$ cat src/rtl/lsu_pkg.sv
// Shared definitions for the multi-cycle load/store unit: access sizes,
// completion error codes, FSM encoding and the alignment rule.
package lsu_pkg;

  localparam logic [1:0] SZ_B = 2'd0;
  localparam logic [1:0] SZ_H = 2'd1;
  localparam logic [1:0] SZ_W = 2'd2;
  localparam logic [1:0] SZ_D = 2'd3;

  localparam logic [2:0] F3_LWU = 3'b110;
  localparam logic [2:0] F3_BAD = 3'b111;

  localparam logic [1:0] ERR_NONE = 2'd0;
  localparam logic [1:0] ERR_MIS  = 2'd1;
  localparam logic [1:0] ERR_BUS  = 2'd2;
  localparam logic [1:0] ERR_ILL  = 2'd3;

  typedef enum logic [1:0] {
    ST_IDLE = 2'd0,
    ST_REQ  = 2'd1,
    ST_WAIT = 2'd2,
    ST_DONE = 2'd3
  } state_e;

  function automatic logic misaligned(input logic [1:0] size, input logic [2:0] low);
    logic m;
    case (size)
      SZ_H:    m = low[0];
      SZ_W:    m = (low[1:0] != 2'b00);
      SZ_D:    m = (low != 3'b000);
      default: m = 1'b0;
    endcase
    return m;
  endfunction

endpackage

$ cat src/rtl/lsu_align.sv
// Byte-lane steering: store mask/data placement and load extract/extend.
module lsu_align
  import lsu_pkg::*;
#(
  parameter int XLEN   = 32,
  parameter int BYTES  = XLEN / 8,
  parameter int LANE_W = $clog2(XLEN / 8)
) (
  input  logic [LANE_W-1:0] lane,
  input  logic [1:0]        size,
  input  logic              uns,
  input  logic [XLEN-1:0]   wdata,
  input  logic [XLEN-1:0]   rdata,
  output logic [BYTES-1:0]  wmask,
  output logic [XLEN-1:0]   wdata_sh,
  output logic [XLEN-1:0]   ldata
);

  logic [LANE_W+2:0] shamt;
  logic [BYTES-1:0]  ones;
  logic [XLEN-1:0]   sized;
  logic [XLEN-1:0]   rsh;

  assign shamt = {lane, 3'b000};
  assign rsh   = rdata >> shamt;

  always_comb begin
    ones  = '0;
    sized = '0;
    ldata = '0;
    case (size)
      SZ_B: begin
        ones  = BYTES'(1'b1);
        sized = XLEN'(wdata[7:0]);
        if (uns) ldata = XLEN'(rsh[7:0]);
        else     ldata = XLEN'($signed(rsh[7:0]));
      end
      SZ_H: begin
        ones  = BYTES'(2'b11);
        sized = XLEN'(wdata[15:0]);
        if (uns) ldata = XLEN'(rsh[15:0]);
        else     ldata = XLEN'($signed(rsh[15:0]));
      end
      SZ_W: begin
        ones  = BYTES'(4'hF);
        sized = XLEN'(wdata[31:0]);
        if (uns) ldata = XLEN'(rsh[31:0]);
        else     ldata = XLEN'($signed(rsh[31:0]));
      end
      default: begin
        ones  = '1;
        sized = wdata;
        ldata = rsh;
      end
    endcase
    wmask    = ones << lane;
    wdata_sh = sized << shamt;
  end

endmodule

$ cat src/rtl/lsu_mc.sv
// Multi-cycle load/store unit: one access at a time over a req/rsp memory port,
// with misalign/illegal trapping and a bounded wait for the bus.
module lsu_mc
  import lsu_pkg::*;
#(
  parameter int XLEN    = 32,
  parameter int ADDR_W  = 32,
  parameter int TIMEOUT = 255
) (
  input  logic                clk,
  input  logic                rst_n,
  input  logic                in_valid,
  output logic                in_ready,
  input  logic                in_store,
  input  logic [2:0]          in_funct3,
  input  logic [ADDR_W-1:0]   in_addr,
  input  logic [XLEN-1:0]     in_wdata,
  input  logic [4:0]          in_rd,
  output logic                mem_req_valid,
  input  logic                mem_req_ready,
  output logic [ADDR_W-1:0]   mem_req_addr,
  output logic                mem_req_wen,
  output logic [XLEN/8-1:0]   mem_req_wmask,
  output logic [XLEN-1:0]     mem_req_wdata,
  input  logic                mem_rsp_valid,
  input  logic [XLEN-1:0]     mem_rsp_rdata,
  output logic                wb_valid,
  output logic                wb_wen,
  output logic [4:0]          wb_rd,
  output logic [XLEN-1:0]     wb_data,
  output logic [1:0]          wb_err
);

  localparam int BYTES  = XLEN / 8;
  localparam int LANE_W = $clog2(BYTES);

  state_e              state_r, state_nxt;
  logic                store_r;
  logic [2:0]          f3_r;
  logic [ADDR_W-1:0]   addr_r;
  logic [XLEN-1:0]     wdata_r;
  logic [4:0]          rd_r;
  logic [1:0]          err_r;
  logic [XLEN-1:0]     ldata_r;
  logic                discard_r;
  logic [15:0]         cnt_r;

  logic                accept_s, hs_s, rsp_take_s, to_s, illegal_s;
  logic [1:0]          err_in_s;
  logic [BYTES-1:0]    wmask_s;
  logic [XLEN-1:0]     wdata_sh_s, ldata_s;

  assign accept_s   = in_valid && (state_r == ST_IDLE);
  assign hs_s       = (state_r == ST_REQ) && mem_req_ready;
  assign rsp_take_s = (state_r == ST_WAIT) && mem_rsp_valid && !discard_r;
  assign to_s       = (TIMEOUT != 0) && (cnt_r == 16'(TIMEOUT - 1));

  // Unsigned stores, the nonexistent "LDU", and 64-bit forms on a 32-bit core are illegal.
  assign illegal_s = (in_store && in_funct3[2]) || (in_funct3 == F3_BAD) ||
                     ((XLEN == 32) && ((in_funct3[1:0] == SZ_D) || (in_funct3 == F3_LWU)));
  assign err_in_s  = illegal_s ? ERR_ILL :
                     misaligned(in_funct3[1:0], in_addr[2:0]) ? ERR_MIS : ERR_NONE;

  lsu_align #(.XLEN(XLEN)) u_align (
    .lane     (addr_r[LANE_W-1:0]),
    .size     (f3_r[1:0]),
    .uns      (f3_r[2]),
    .wdata    (wdata_r),
    .rdata    (mem_rsp_rdata),
    .wmask    (wmask_s),
    .wdata_sh (wdata_sh_s),
    .ldata    (ldata_s)
  );

  always_ff @(posedge clk or negedge rst_n) begin
    if (!rst_n) state_r <= ST_IDLE;
    else        state_r <= state_nxt;
  end

  always_comb begin
    state_nxt = state_r;
    case (state_r)
      ST_IDLE: if (accept_s) state_nxt = (err_in_s == ERR_NONE) ? ST_REQ : ST_DONE;
               else          state_nxt = ST_IDLE;
      ST_REQ:  if (hs_s)      state_nxt = ST_WAIT;
               else if (to_s) state_nxt = ST_DONE;
               else           state_nxt = ST_REQ;
      ST_WAIT: if (rsp_take_s || to_s) state_nxt = ST_DONE;
               else                    state_nxt = ST_WAIT;
      default: state_nxt = ST_IDLE;
    endcase
  end

  // Access context, captured load result, wait counter and stale-response tracking.
  always_ff @(posedge clk or negedge rst_n) begin
    if (!rst_n) begin
      store_r   <= 1'b0;
      f3_r      <= 3'd0;
      addr_r    <= '0;
      wdata_r   <= '0;
      rd_r      <= 5'd0;
      err_r     <= ERR_NONE;
      ldata_r   <= '0;
      discard_r <= 1'b0;
      cnt_r     <= 16'd0;
    end else begin
      if (accept_s) begin
        store_r <= in_store;
        f3_r    <= in_funct3;
        addr_r  <= in_addr;
        wdata_r <= in_wdata;
        rd_r    <= in_rd;
        err_r   <= err_in_s;
        ldata_r <= '0;
      end else if (rsp_take_s) begin
        ldata_r <= ldata_s;
      end else if ((state_r == ST_REQ && !hs_s && to_s) || (state_r == ST_WAIT && to_s)) begin
        err_r   <= ERR_BUS;
      end
      if (accept_s || hs_s)                                 cnt_r <= 16'd0;
      else if (state_r == ST_REQ || state_r == ST_WAIT)     cnt_r <= cnt_r + 16'd1;
      if (mem_rsp_valid && discard_r)                       discard_r <= 1'b0;
      else if (state_r == ST_WAIT && to_s && !rsp_take_s)   discard_r <= 1'b1;
    end
  end

  assign in_ready      = (state_r == ST_IDLE);
  assign mem_req_valid = (state_r == ST_REQ);
  assign mem_req_addr  = mem_req_valid ? {addr_r[ADDR_W-1:LANE_W], {LANE_W{1'b0}}} : '0;
  assign mem_req_wen   = mem_req_valid && store_r;
  assign mem_req_wmask = mem_req_wen ? wmask_s : '0;
  assign mem_req_wdata = mem_req_wen ? wdata_sh_s : '0;
  assign wb_valid      = (state_r == ST_DONE);
  assign wb_wen        = wb_valid && !store_r && (err_r == ERR_NONE) && (rd_r != 5'd0);
  assign wb_rd         = wb_valid ? rd_r : 5'd0;
  assign wb_data       = (wb_valid && !store_r && (err_r == ERR_NONE)) ? ldata_r : '0;
  assign wb_err        = wb_valid ? err_r : ERR_NONE;

endmodule
$ cat config.mk
export PLATFORM = sky130hd
export DESIGN_NAME = lsu_mc
export DESIGN_NICKNAME = d
export VERILOG_FILES = /design/src/rtl/lsu_pkg.sv /design/src/rtl/lsu_align.sv /design/src/rtl/lsu_mc.sv
export SDC_FILE = /design/constraint.sdc
export NUM_CORES = 1
export LEC_CHECK = 0
export ABC_CLOCK_PERIOD_IN_PS = 4200
export BUFFER_PORTS_ARGS = -buffer_cell sky130_fd_sc_hd__buf_2
export CORE_MARGIN = 2
export CORE_UTILIZATION = 55
export DETAILED_ROUTE_END_ITERATION = 16
export PLACE_DENSITY = 0.86
export REMOVE_ABC_BUFFERS = 1
export SYNTH_ARGS = -nofsm -noshare
export SYNTH_HDL_FRONTEND = slang
export SYNTH_SLANG_ARGS = --single-unit
$ cat constraint.sdc
create_clock -name clk -period 4.2 [get_ports clk]
set_input_delay 0.63 -clock clk [delete_from_list [all_inputs] [get_ports clk]]
set_output_delay 0.63 -clock clk [all_outputs]
set_load 0.01 [all_outputs]
# Word-level counts from Yosys, hierarchy flattened
# Cells that the tools add are included.
[word_totals] regBits=126 out_inout_bits=112 word_cells=91
[classes] add_sub_neg=1 n_eq_ne=11 shift=3 mux=29 n_reduce_logical=37
[op_table] operator="2-to-1 mux 32 bit" n=7
[op_table] operator="one-hot mux 32 bit (2 select lines)" n=2
[op_table] operator="2-to-1 mux 16 bit" n=2
[op_table] operator="left shift 32 x 5 -> 32 bit" n=1
[op_table] operator="right shift 32 x 5 -> 32 bit" n=1
[op_table] operator="2-to-1 mux 2 bit" n=9
[op_table] operator="adder 16 x 1 -> 16 bit, second input constant" n=1
[op_table] operator="== test 16 x 8 -> 1 bit, second input constant" n=1
[op_table] operator="logical AND 1 bit" n=14
[op_table] operator="nonzero test 2 bit" n=5
[op_table] operator="== test 2 bit, second input constant" n=4
[op_table] operator="zero test 2 bit" n=4
[op_table] operator="one-hot mux 4 bit (2 select lines)" n=1
[op_table] operator="logical OR 1 bit" n=7
[op_table] operator="== test 2 x 1 -> 1 bit, second input constant" n=3
[op_table] operator="== test 3 bit, second input constant" n=2
[op_table] operator="one-hot mux 2 bit (3 select lines)" n=1
[op_table] operator="2-to-1 mux 5 bit" n=1
[op_table] operator="nonzero test 5 bit" n=1
[op_table] operator="zero test 1 bit" n=4
[op_table] operator="2-to-1 mux 1 bit" n=4
[op_table] operator="2-to-1 mux 4 bit" n=1
[op_table] operator="left shift 4 x 2 -> 4 bit" n=1
[op_table] operator="one-hot mux 1 bit (3 select lines)" n=1
[op_table] operator="3 further kinds" n=3

# Logic depth before layout (Yosys ltp)
# Gate-level depths: netlist of run 1.
[depth] depth_word=9 ltp_mapped=8 depth_no_buf=6

# By module
# Synthesis of run 1 repeated with hierarchy kept, for this count alone.
[hier_totals] hier_cells=922 area_unflattened_um2=7258.2
[modules_own_cells] module="lsu_mc" instances=1 cells_each=695 area_each_um2=5864.4
[modules_own_cells] module="lsu_align" instances=1 cells_each=227 area_each_um2=1393.8

# Worst setup path before layout of run 1
# Ideal clock, no wire load.
[synth_path] path_kind="flip-flop to output port" from="register state_r[1]" to="output port mem_req_wdata[0]" t_arrival_ps=1815 path_slack_ps=1755 path_stages_with_launch=8 path_buffers=1 cell_sequence="dfrtp_1 > inv_1 > ha_1 > and2_1 > nand2b_1 > clkbuf_1 > nor2_1 > and2_1"
[synth_via] elab_chain_len=3
[synth_rtl] element="start, declared" line="lsu_mc.sv:37" rtl="state_e state_r, state_nxt;"
[synth_rtl] element="start signal, assigned" line="lsu_mc.sv:77" rtl="else state_r <= state_nxt;"
[synth_rtl] element="== test 2 x 1 -> 1 bit" line="lsu_mc.sv:128" rtl="assign mem_req_valid = (state_r == ST_REQ);"
[synth_rtl] element="via mem_req_valid" line="lsu_mc.sv:19" rtl="output logic mem_req_valid,"
[synth_rtl] element="logical AND 1 bit" line="lsu_mc.sv:130" rtl="assign mem_req_wen = mem_req_valid && store_r;"
[synth_rtl] element="via mem_req_wen" line="lsu_mc.sv:22" rtl="output logic mem_req_wen,"
[synth_rtl] element="2-to-1 mux 32 bit" line="lsu_mc.sv:132" rtl="assign mem_req_wdata = mem_req_wen ? wdata_sh_s : '0;"
[synth_rtl] element="end, declared" line="lsu_mc.sv:24" rtl="output logic [XLEN-1:0] mem_req_wdata,"
# The timed path passes the listed nets, and every way through them passes these cells.

# Worst setup path after layout of run 1
[layout_path] from="register state_r[1]" to="output port mem_req_wdata[22]"
[layout_via] elab_chain_len=3
[layout_rtl] element="== test 2 x 1 -> 1 bit" line="lsu_mc.sv:128"
[layout_rtl] element="logical AND 1 bit" line="lsu_mc.sv:130"
[layout_rtl] element="2-to-1 mux 32 bit" line="lsu_mc.sv:132"
# No other way between the ends.

==> results of run 1 <==
cell type report:
type,count,share of cell area [%]
Multi-Input combinational cell,468,39.7
Clock buffer,19,5.32
Sequential cell,126,37.1
Clock inverter,13,1.65
Tap cell,147,2.16
Inverter,6,0.265
Timing Repair Buffer,228,13.9
critical path, cell delays in order (launching register included):
cell,delay (ps)
dfrtp_1,400
inv_1,80
ha_1,130
buf_4,260
and2_1,240
a21boi_0,870
and2_1,240
buf_2,130
kinds of logic after synthesis:
family                   synth area share [%]
multiplexers                             16.0
buffers and inverters                    3.74
AO/OA/AOI/OAI                            12.1
XOR/XNOR                                 1.55
adder cells (fa/ha/maj)                  1.11
flip-flops                               46.6
other                                  0.0555
AND/OR/NAND/NOR                          18.7
cells in the final DEF, fill, tap and decap left out, drive strengths merged, types with 2 or more instances in the layout:
cell type	synthesis	routed
nand4	8	8
o21ai	44	44
nor2b	10	10
xor2	4	4
or3	2	2
nor3	3	3
dfrtp	126	126
nor2	49	49
a32oi	9	9
inv	6	7
buf	24	228
clkinvlp	0	4
xnor2	8	8
or2	2	2
a21boi	2	2
ha	6	6
nand2b	3	3
bufinv	0	2
conb	1	2
a221o	16	16
a211oi	20	20
and2	87	87
a31oi	2	2
nand3b	8	8
nand3	2	2
nor4	7	7
nor3b	2	2
mux2	81	81
mux2i	15	15
nand2	35	35
clkinv	0	6
a21oi	27	27
or4	3	3
clkbuf	26	19
metal layers:
metal / track usage (%) / wire length (µm)
met2: 42.9 / 8490
met4: 9.64 / 312
met3: 7.27 / 1190
met5: 0 / 0
met1: 34.9 / 7480
cells in the mapped netlist, drive strengths merged (3+ instances only):
library cell / instances / area share (%)
o21ai: 44 / 3.3
ha: 6 / 1.1
dfrtp: 126 / 47
and2: 87 / 8.1
nor3: 3 / 0.30
xnor2: 8 / 1.0
nor2: 49 / 2.7
nand2b: 3 / 0.28
mux2: 81 / 13
buf: 24 / 2.0
nand2: 35 / 2.1
or4: 3 / 0.39
a211oi: 20 / 2.2
mux2i: 15 / 2.2
nand3b: 8 / 0.89
nor4: 7 / 0.87
inv: 6 / 0.33
a32oi: 9 / 1.2
nand4: 8 / 0.74
clkbuf: 26 / 1.4
nor2b: 10 / 0.93
a21oi: 27 / 2.0
a221o: 16 / 2.4
xor2: 4 / 0.52
worst min path at each step:
stage,startpoint,end,slack [ps]
2_1_floorplan,rst_n,addr_r[0],330
3_3_place_gp,ldata_r[9],ldata_r[9],450
3_5_place_dp,ldata_r[10],ldata_r[10],460
4_1_cts,rst_n,discard_r,290
5_1_grt,rst_n,discard_r,330
6_report,rst_n,discard_r,260
report_power, final:
part	internal, W	leakage, nW	switching [W]
registers	0.00174	1.57	0.000478
clock network	0.000904	0.281	0.000553
logic	0.00107	2.27	0.00115
total	0.00372	4.12	0.00218
sequential cells by signal, indices dropped and copies added, names as in the netlist:
signal / count
discard_r: 1
cnt_r: 16
f3_r: 3
ldata_r: 32
rd_r: 5
state_r: 2
wdata_r: 32
addr_r: 32
err_r: 2
store_r: 1
per-stage QoR:
stage	power [W]	hold slack (ps)	area [µm²]
final	0.00590	263	8510
after global routing	0.00627	330	8510
after CTS	0.00591	291	8510
after floorplan	0.00368	334	6530
after detailed placement	0.00443	463	7910
after global placement	0.00434	454	7910
==> out/results.ini, run 1 <==
[clock_network]
h-tree-depth=4
post-cts-setup-buffers=0
cts-hold-fix-buffers=0
ctsRootBufferMaster=clkbuf_16
ctsResizeCount=0
numCtsBuffers=17
clk_pin_slew_ps=60
clkLatencyLatePin_ps=420
cts_tree=built
clk_path_buf_depth=2
clkSinkCount=126

[synth]
netlist_instances=649
synth_area_um2=6760
synth_edf_count=0
yosysWarnings=0
syn_area_per_cell_um2=10.4
ys_dominant_reg_cell=dfrtp_1
synth-seq-area-share_pct=46.6
synth_async_sr_flop_share_pct=100
ys_ff_latch=126
synth_cell_type_count=54

[layout]
multiInputGateArea_um2=3370
antenna_cells=0
fin_util_pct=70.8
syn_to_final_growth_pct=25.9
finalNetCount=963
final-instance-count-excl-fill=1007
regArea_um2=3160
nFillCells=892
drive_above_1_share_pct=41.5

[worst_setup_path]
crit_type=flop to primary output
endpoint_kind=primary output
cp-startpoint=state_r[1]
worstRegToRegCells=5
critPathArrivalTime_ps=2790
worst_setup_path_start_kind=flop
required_ps=3570
r2r-start=addr_r[0]
r2r_end=ldata_r[11]
critical_path.endpoint=mem_req_wdata[22]
critPathMaxFanout=35
r2r_setup_slack_ps=1570

[place]
gp_congestion=0.895
place_inst=975
dp_slack_ps=1250
io_buffers=219
hpwl_um=11700

[sta]
finalMaxSlewViolations=0
fin_crit_sh_pct=81.5
tightest_slew_ps=1080
layout_min_cycle_time_ps=3420
setup_tns_ps=0
max_slew_margin_pct=27.1
rsz0062_at_grt=false
setup_ws_ps=777
hold_viol_final=0
fmax_mhz=292
skew_ps=10.3
setup_viol=0

[power_and_ir_drop]
peakVddDrop_mv=0.397
p_per_area_nw_per_um2=694
p_leak_nw=4.12

[worst_hold_path]
hp-class=input port to async pin

[die]
core_um2=12000
die_h_um=115
die_width_um=115
io_pins=222
rows=40
die-area_um2=13200
initial_core_util_pct=56.3

[route]
post_drt_wl_per_cell_um=17.4
drt_iter0_drc=680
drt_wl_total_um=17500
route.detailed.drc=0
drt_first_pass_iters=5
vias=5788
vias_per_cell=5.75
drtAntennaViolNets=0

[outcome]
outcome=finished clean

[global_routing]
antenna_found_initial=0
grt_start_max_net_pins=71
overflow=0
grt_pass1_vias=5621
track_usage_pct=26.7
grt_pass1_wl_um=27400

[job]
maxCapViolations=0

(Power assumes the default switching activity.)
==> run 2: changes to the inputs <==
--- a/config.mk
+++ b/config.mk
@@ -5,12 +5,13 @@
 export SDC_FILE = /design/constraint.sdc
 export NUM_CORES = 1
 export LEC_CHECK = 0
-export ABC_CLOCK_PERIOD_IN_PS = 4200
+export ABC_AREA = 1
+export ABC_CLOCK_PERIOD_IN_PS = 2950
 export BUFFER_PORTS_ARGS = -buffer_cell sky130_fd_sc_hd__buf_2
 export CORE_MARGIN = 2
-export CORE_UTILIZATION = 55
+export CORE_UTILIZATION = 47
 export DETAILED_ROUTE_END_ITERATION = 16
-export PLACE_DENSITY = 0.86
+export PLACE_DENSITY = 0.77
 export REMOVE_ABC_BUFFERS = 1
 export SYNTH_ARGS = -nofsm -noshare
 export SYNTH_HDL_FRONTEND = slang
==> constraint.sdc (replaced) <==
create_clock -name clk -period 2.95 [get_ports clk]
set_input_delay 0.4425 -clock clk [delete_from_list [all_inputs] [get_ports clk]]
set_output_delay 0.4425 -clock clk [all_outputs]
set_load 0.01 [all_outputs]
==> run 2 against run 1 <==
Net effect:
- clock power increased by 40%
- worst hold slack lost 68 ps
- via count up 30%
- combinational power grew 64%
- flip-flop and latch count stayed put
- final cell count grew 49%
- clock-buffer cell count is 2 lower
- largest cell class unchanged
- highest routed layer unchanged
==> out/results.ini, run 2 <==
[sta]
rsz0062_at_grt=false
skew_ps=6.99  ; -3.35 ps
fmax_mhz=361
hold_viol_final=0  ; unchanged
max_slew_margin_pct=52.9  ; +26 points
setup_viol=0  ; unchanged
fin_crit_sh_pct=93.9
finalMaxSlewViolations=0  ; unchanged
setup_tns_ps=0  ; unchanged
layout_min_cycle_time_ps=2770
tightest_slew_ps=704  ; -379 ps

[global_routing]
grt_pass1_wl_um=33700  ; +23%
grt_start_max_net_pins=65  ; -8.5%
antenna_found_initial=0  ; unchanged
track_usage_pct=25.8  ; -0.86 points
grt_pass1_vias=7133  ; +27%
overflow=0  ; unchanged

[synth]
synth-seq-area-share_pct=43.6  ; -3.1 points
ys_dominant_reg_cell=dfrtp_1
synth_top_area_share_pct=43.6  ; -3.1 points
synth_area_um2=7240  ; +7.1%
synth_fa_ha_area_share_pct=1.04  ; -0.074 points
synth_compound_area_share_pct=7.88  ; -4.2 points
syn_area_per_cell_um2=6.59  ; -37%
yosysWarnings=0  ; unchanged
synth_async_sr_flop_share_pct=100  ; unchanged
muxShareOfSynthArea_pct=0  ; -16 points
synth_top_family_by_area=simple AND/OR/NAND/NOR gates
synth_top_area_cell=dfrtp_1
netlist_instances=1098  ; +69%
yosys.area_share.simple_pct=36.5  ; +18 points
synthXorXnorAreaFrac_pct=0  ; -1.6 points
synth_most_common_cell=nand2_1
synth_commonest_cells=nand2_1 (450), inv_1 (140), dfrtp_1 (126), nor2_1 (115), o21ai_0 (72)
synth_cell_type_count=32  ; -41%
ys_ff_latch=126  ; unchanged
synth_edf_count=0  ; unchanged
synthTopCellsByArea=dfrtp_1 (44%), nand2_1 (23%), inv_1 (7.3%)

[job]
maxCapViolations=0  ; unchanged

[worst_setup_path]
worst_setup_path_start_kind=flop
critPathMaxFanout=16  ; -54%
endpoint_kind=primary output
critPathArrivalTime_ps=2330  ; -460 ps
required_ps=2510  ; -1060 ps
crit_type=flop to primary output

[route]
drt_iter0_drc=569  ; -16%
drt_wl_total_um=20600  ; +18%
post_drt_wl_per_cell_um=13.7  ; -21%
drt_first_pass_iters=5  ; unchanged
route.detailed.drc=0  ; unchanged
vias=7497  ; +30%
drtAntennaViolNets=0  ; unchanged
vias_per_cell=4.99  ; -13%

[die]
core_um2=15100  ; +26%
io_pins=222  ; unchanged
die-area_um2=16400  ; +24%
initial_core_util_pct=47.8  ; -8.5 points
die_h_um=128  ; +12%
die_width_um=128  ; +12%
rows=45  ; +13%

[power_and_ir_drop]
p_leak_nw=5.33  ; +29%
peakVddDrop_mv=0.536  ; +35%
p_per_area_nw_per_um2=940  ; +36%

[clock_network]
h-tree-depth=4  ; unchanged
numCtsBuffers=17  ; unchanged
ctsRootBufferMaster=clkbuf_16
clk_pin_slew_ps=60  ; about the same
cts_tree=built
clkSinkCount=126  ; unchanged
clk_path_buf_depth=2  ; unchanged
clkLatencyLatePin_ps=420  ; about the same

[outcome]
outcome=finished clean

[layout]
finalNetCount=1417  ; +47%
final-instance-count-excl-fill=1501  ; +49%
nFillCells=1455  ; +63%
layout_common_cells=nand2_1 (449), buf_2 (218), inv_1 (139)
reg_top3=addr_r (32), ldata_r (32), wdata_r (32)
syn_to_final_growth_pct=25.3
antenna_cells=0  ; unchanged
drive_above_1_share_pct=21.6  ; -20 points
layout_commonest_cell=nand2_1

[place]
place_inst=1466  ; +50%
gp_congestion=0.943  ; +5.4%
io_buffers=219  ; unchanged
hpwl_um=14300  ; +22%

[worst_hold_path]
hp-class=input port to flop

run 2: cell count changes in the layout (fill, tap and decap cells not counted), moves of 8 or more:
cell,delta
a221o_1,-16
mux2i_1,-15
a211oi_1,-20
a32oi_1,-9
mux2_2,-81
o21ai_0,+31
nor2b_1,-10
and2_1,-80
inv_1,+133
nand2_1,+415
xnor2_1,-8
nand3_1,+61
nor2_1,+66
run 2: cell families after synthesis:
kind of cell | after synthesis
AO/OA/AOI/OAI | 111
adder cells (fa/ha/maj) | 6
buffers and inverters | 199
flip-flops | 126
other | 1
AND/OR/NAND/NOR | 655
run 2: what timing repair did:
action	4_1_cts	5_1_grt
buffers inserted	0	2
hold endpoints to repair	47	0
hold buffers	1	0
pin swaps	0	1
endpoints found under the setup margin	32	40
gates resized for setup	1	4
gates cloned	0	1
run 2: area by class of cell:
| type | instances | area (µm²) | share of cell area, % |
|---|---|---|---|
| Sequential cell | 126 | 3150 | 34.8 |
| Inverter | 146 | 551 | 6.07 |
| Timing Repair inverter | 1 | 7.51 | 0.0828 |
| Multi-Input combinational cell | 774 | 3310 | 36.5 |
| Tap cell | 188 | 235 | 2.59 |
| Clock inverter | 14 | 146 | 1.61 |
| Timing Repair Buffer | 235 | 1240 | 13.6 |
| Clock buffer | 17 | 425 | 4.69 |
run 2: worst paths after layout:
kind                       slack [ps]     endpoint     startpoint  cells after the start
setup / recovery                  180  wb_data[31]     state_r[1]                      6
hold / removal                    190    discard_r  mem_rsp_valid                      2
setup reg to reg                  730   state_r[1]     state_r[0]                      9
hold reg to reg                   480  ldata_r[28]    ldata_r[28]                      2
max in group asynchronous        1740  wdata_r[11]          rst_n                      3
min in group asynchronous         530     cnt_r[5]          rst_n                      2
run 2: critical path: stages (launching register included):
cell and delay, ps:
dfrtp_1 370, ha_1 330, inv_1 140, nor4_4 420, inv_2 300, nor2_1 190, buf_2 150
run 2: layer usage:
metal	wire [µm]	global-route usage, %
met1	9200	34.3
met2	9520	41.7
met3	1460	5.47
met4	364	9.63
met5	0	0
run 2: through the flow:
| step | power, W | hold WS (ps) | area (µm²) | setup WS [ps] | utilization [%] |
|---|---|---|---|---|---|
| 2_1_floorplan | 0.00521 | 147 | 7000 | -970 | - |
| 3_3_place_gp | 0.00638 | 417 | 8450 | 553 | 55.8 |
| 3_5_place_dp | 0.00645 | 412 | 8450 | 317 | 55.8 |
| 4_1_cts | 0.00852 | 181 | 9030 | 66.6 | 59.6 |
| 5_1_grt | 0.00925 | 191 | 9070 | 12.7 | 59.9 |
| 6_report | 0.00853 | 195 | 9070 | 180 | 59.9 |
run 2: power breakdown:
part           switching, W  internal [W]
Clock              0.000800       0.00124
Sequential         0.000464       0.00240
Combinational       0.00245       0.00117
==> run 3: changes to the inputs <==
--- a/config.mk
+++ b/config.mk
@@ -11,6 +11,7 @@
 export CORE_MARGIN = 2
 export CORE_UTILIZATION = 47
 export DETAILED_ROUTE_END_ITERATION = 16
+export GPL_TIMING_DRIVEN = 0
 export PLACE_DENSITY = 0.77
 export REMOVE_ABC_BUFFERS = 1
 export SYNTH_ARGS = -nofsm -noshare
==> run 3 against run 2 <==
Net effect:
- clock power is essentially flat
- first-iteration DRC count shrank 3.9%
- cell area grew 0.36%
- combinational power shrank 1%
- setup slack lost 38 ps
- final cell count shrank 0.27%
- core utilization grew 0.21 points
- critical path depth is the same
==> out/results.ini, run 3 (synthesized netlist as in run 2, its figures left out) <==
[outcome]
outcome=finished clean

[layout]
layout_common_cells=nand2_1 (449), buf_2 (218), inv_1 (139)
layout_commonest_cell=nand2_1
fin_area_um2=9100  ; +0.36%
fin_util_pct=60.1  ; +0.21 points
drive_above_1_share_pct=21.6  ; about the same
reg_top3=addr_r (32), ldata_r (32), wdata_r (32)
finalNetCount=1411  ; -0.42%
syn_to_final_growth_pct=25.8
nFillCells=1504  ; +3.4%

[worst_setup_path]
worst_setup_path_start_kind=flop
slowest_delay_ps=690  ; +270 ps
r2r_setup_slack_ps=250  ; -480 ps
cp.buffers_inverters=3  ; unchanged
critPathArrivalTime_ps=2370  ; +40 ps
r2r-start=state_r[0]
worstPathCellList=inv_6 -> o21ai_0 -> inv_1 -> o21ai_0 -> a21oi_1 -> buf_2
critPathMaxFanout=48  ; +32
crit_type=flop to primary output
endpoint_kind=primary output
critPathTopFamily=buffers and inverters
worst_path_most_repeated_cell=o21ai_0
worstRegToRegCells=9  ; unchanged
r2r_end=ldata_r[22]
required_ps=2510  ; about the same
slowest_stage=dfrtp_4

[die]
rows=45  ; unchanged
core_um2=15100  ; unchanged
die_h_um=128  ; unchanged
io_pins=222  ; unchanged
initial_core_util_pct=47.8  ; unchanged
die-area_um2=16400  ; unchanged
die_width_um=128  ; unchanged

[route]
drt_wl_total_um=20800  ; +1.4%
vias=7563  ; +0.88%
drt_first_pass_iters=7  ; +2
route.detailed.drc=0  ; unchanged
drtAntennaViolNets=0  ; unchanged
post_drt_wl_per_cell_um=13.9  ; +1.7%
vias_per_cell=5.05  ; +1.1%
drt_iter0_drc=547  ; -3.9%

[power_and_ir_drop]
finalPower_w=0.00862  ; +1.1%
p_leak_nw=5.33  ; about the same
peakVddDrop_mv=0.606  ; +13%
p_per_area_nw_per_um2=947  ; +0.71%

[place]
dp_slack_ps=-968  ; -1290 ps
gp_congestion=0.915  ; -3.0%
hpwl_um=13800  ; -4.0%
placed_area_um2=8410  ; -0.50%
io_buffers=219  ; unchanged

[global_routing]
grt_start_max_net_pins=91  ; +40%
track_usage_pct=25.9  ; +0.12 points
overflow=0  ; unchanged
antenna_found_initial=0  ; unchanged
grt_pass1_wl_um=33600  ; -0.27%
grt_pass1_vias=7010  ; -1.7%

[clock_network]
clk_path_buf_depth=2  ; unchanged
ctsRootBufferMaster=clkbuf_16
clk_pin_slew_ps=60  ; about the same
clkLatencyLatePin_ps=420  ; about the same
clkSinkCount=126  ; unchanged
cts-hold-fix-buffers=0  ; -1
cts_tree=built
h-tree-depth=4  ; unchanged
numCtsBuffers=17  ; unchanged

[sta]
fin_crit_sh_pct=95.2  ; +1.3 points
fmax_mhz=356  ; -1.4%
finalMaxSlewViolations=0  ; unchanged
max_slew_margin_pct=41.6  ; -11 points
hold_viol_final=0  ; unchanged
rsz0062_at_grt=false
layout_min_cycle_time_ps=2810  ; +38.1 ps
skew_ps=9.98  ; +2.99 ps
setup_ws_ps=142  ; -38.1 ps
setup_viol=0  ; unchanged
tightest_slew_ps=876  ; +171 ps

[job]
maxCapViolations=0  ; unchanged

[worst_hold_path]
hp-class=input port to async pin

[run 3: cell count changes in the layout (fill, tap and decap cells not counted), moves of 2 or more]
cell,delta
buf_4,-9
inv_2,-3
clkinvlp_4,-2
dfrtp_1,-2
inv_4,+2
[run 3: how the worst max path moves through the flow]
stage               slack, ps       start           endpoint  cells after the start
global placement        -2860  state_r[0]        ldata_r[22]                      9
global route               20   addr_r[1]  mem_req_wdata[18]                      6
CTS                        30  state_r[0]        wb_data[26]                      6
finish                    140   addr_r[1]  mem_req_wdata[18]                      6
floorplan                -970  state_r[0]        ldata_r[22]                      9
detailed placement       -970  state_r[0]        ldata_r[22]                      9
[run 3: through the flow]
stage	setup TNS (ps)	hold WS, ps	cells
final	0	3.25	1497
after global routing	0	36.6	1496
after global placement	-222720	463	1453
after detailed placement	-25290	461	1456
after CTS	0	9.51	1493
after floorplan	-21200	147	1046
[run 3: layout make-up]
type	count	area, µm²	area share, %
diodes	1	2.50	0.0275
clock buffers	18	429	4.71
clock inverters	14	145	1.59
inverters	146	561	6.16
multi-input cells	775	3350	36.8
flip-flops and latches	126	3160	34.7
well taps	188	235	2.58
repair buffers	228	1220	13.4
repair inverters	1	7.51	0.0825
[run 3: layer usage]
layer,track usage [%],vias up,share of wire (%),routed length [µm]
li1,-,3730,-,-
met1,34.1,3471,43,9030
met2,41.2,329,47,9710
met3,7.05,33,8.3,1730
met4,9.57,0,1.8,369
met5,0,-,0,0
[run 3: repair_timing]
action                                  4_1_cts  5_1_grt
endpoints found under the setup margin      101       44
resized for setup                            15        2
pin swaps                                     2        1
buffers inserted                              3        3
cloned                                        2        0
[run 3: power by group]
| part | internal (W) | leakage [nW] | switching [W] |
|---|---|---|---|
| clock | 0.00124 | 0.272 | 0.000821 |
| combinational | 0.00119 | 3.44 | 0.00240 |
| sequential | 0.00241 | 1.62 | 0.000561 |
| total | 0.00483 | 5.33 | 0.00379 |
[run 3: worst reg2reg max path, cell delays in order, from the launching register on]
cell,delay (ps)
dfrtp_1,420
inv_1,90
ha_1,270
nand2_4,320
inv_4,370
nor2_4,490
clkinv_1,350
a21oi_1,210
nand2_1,70
nand2_1,60
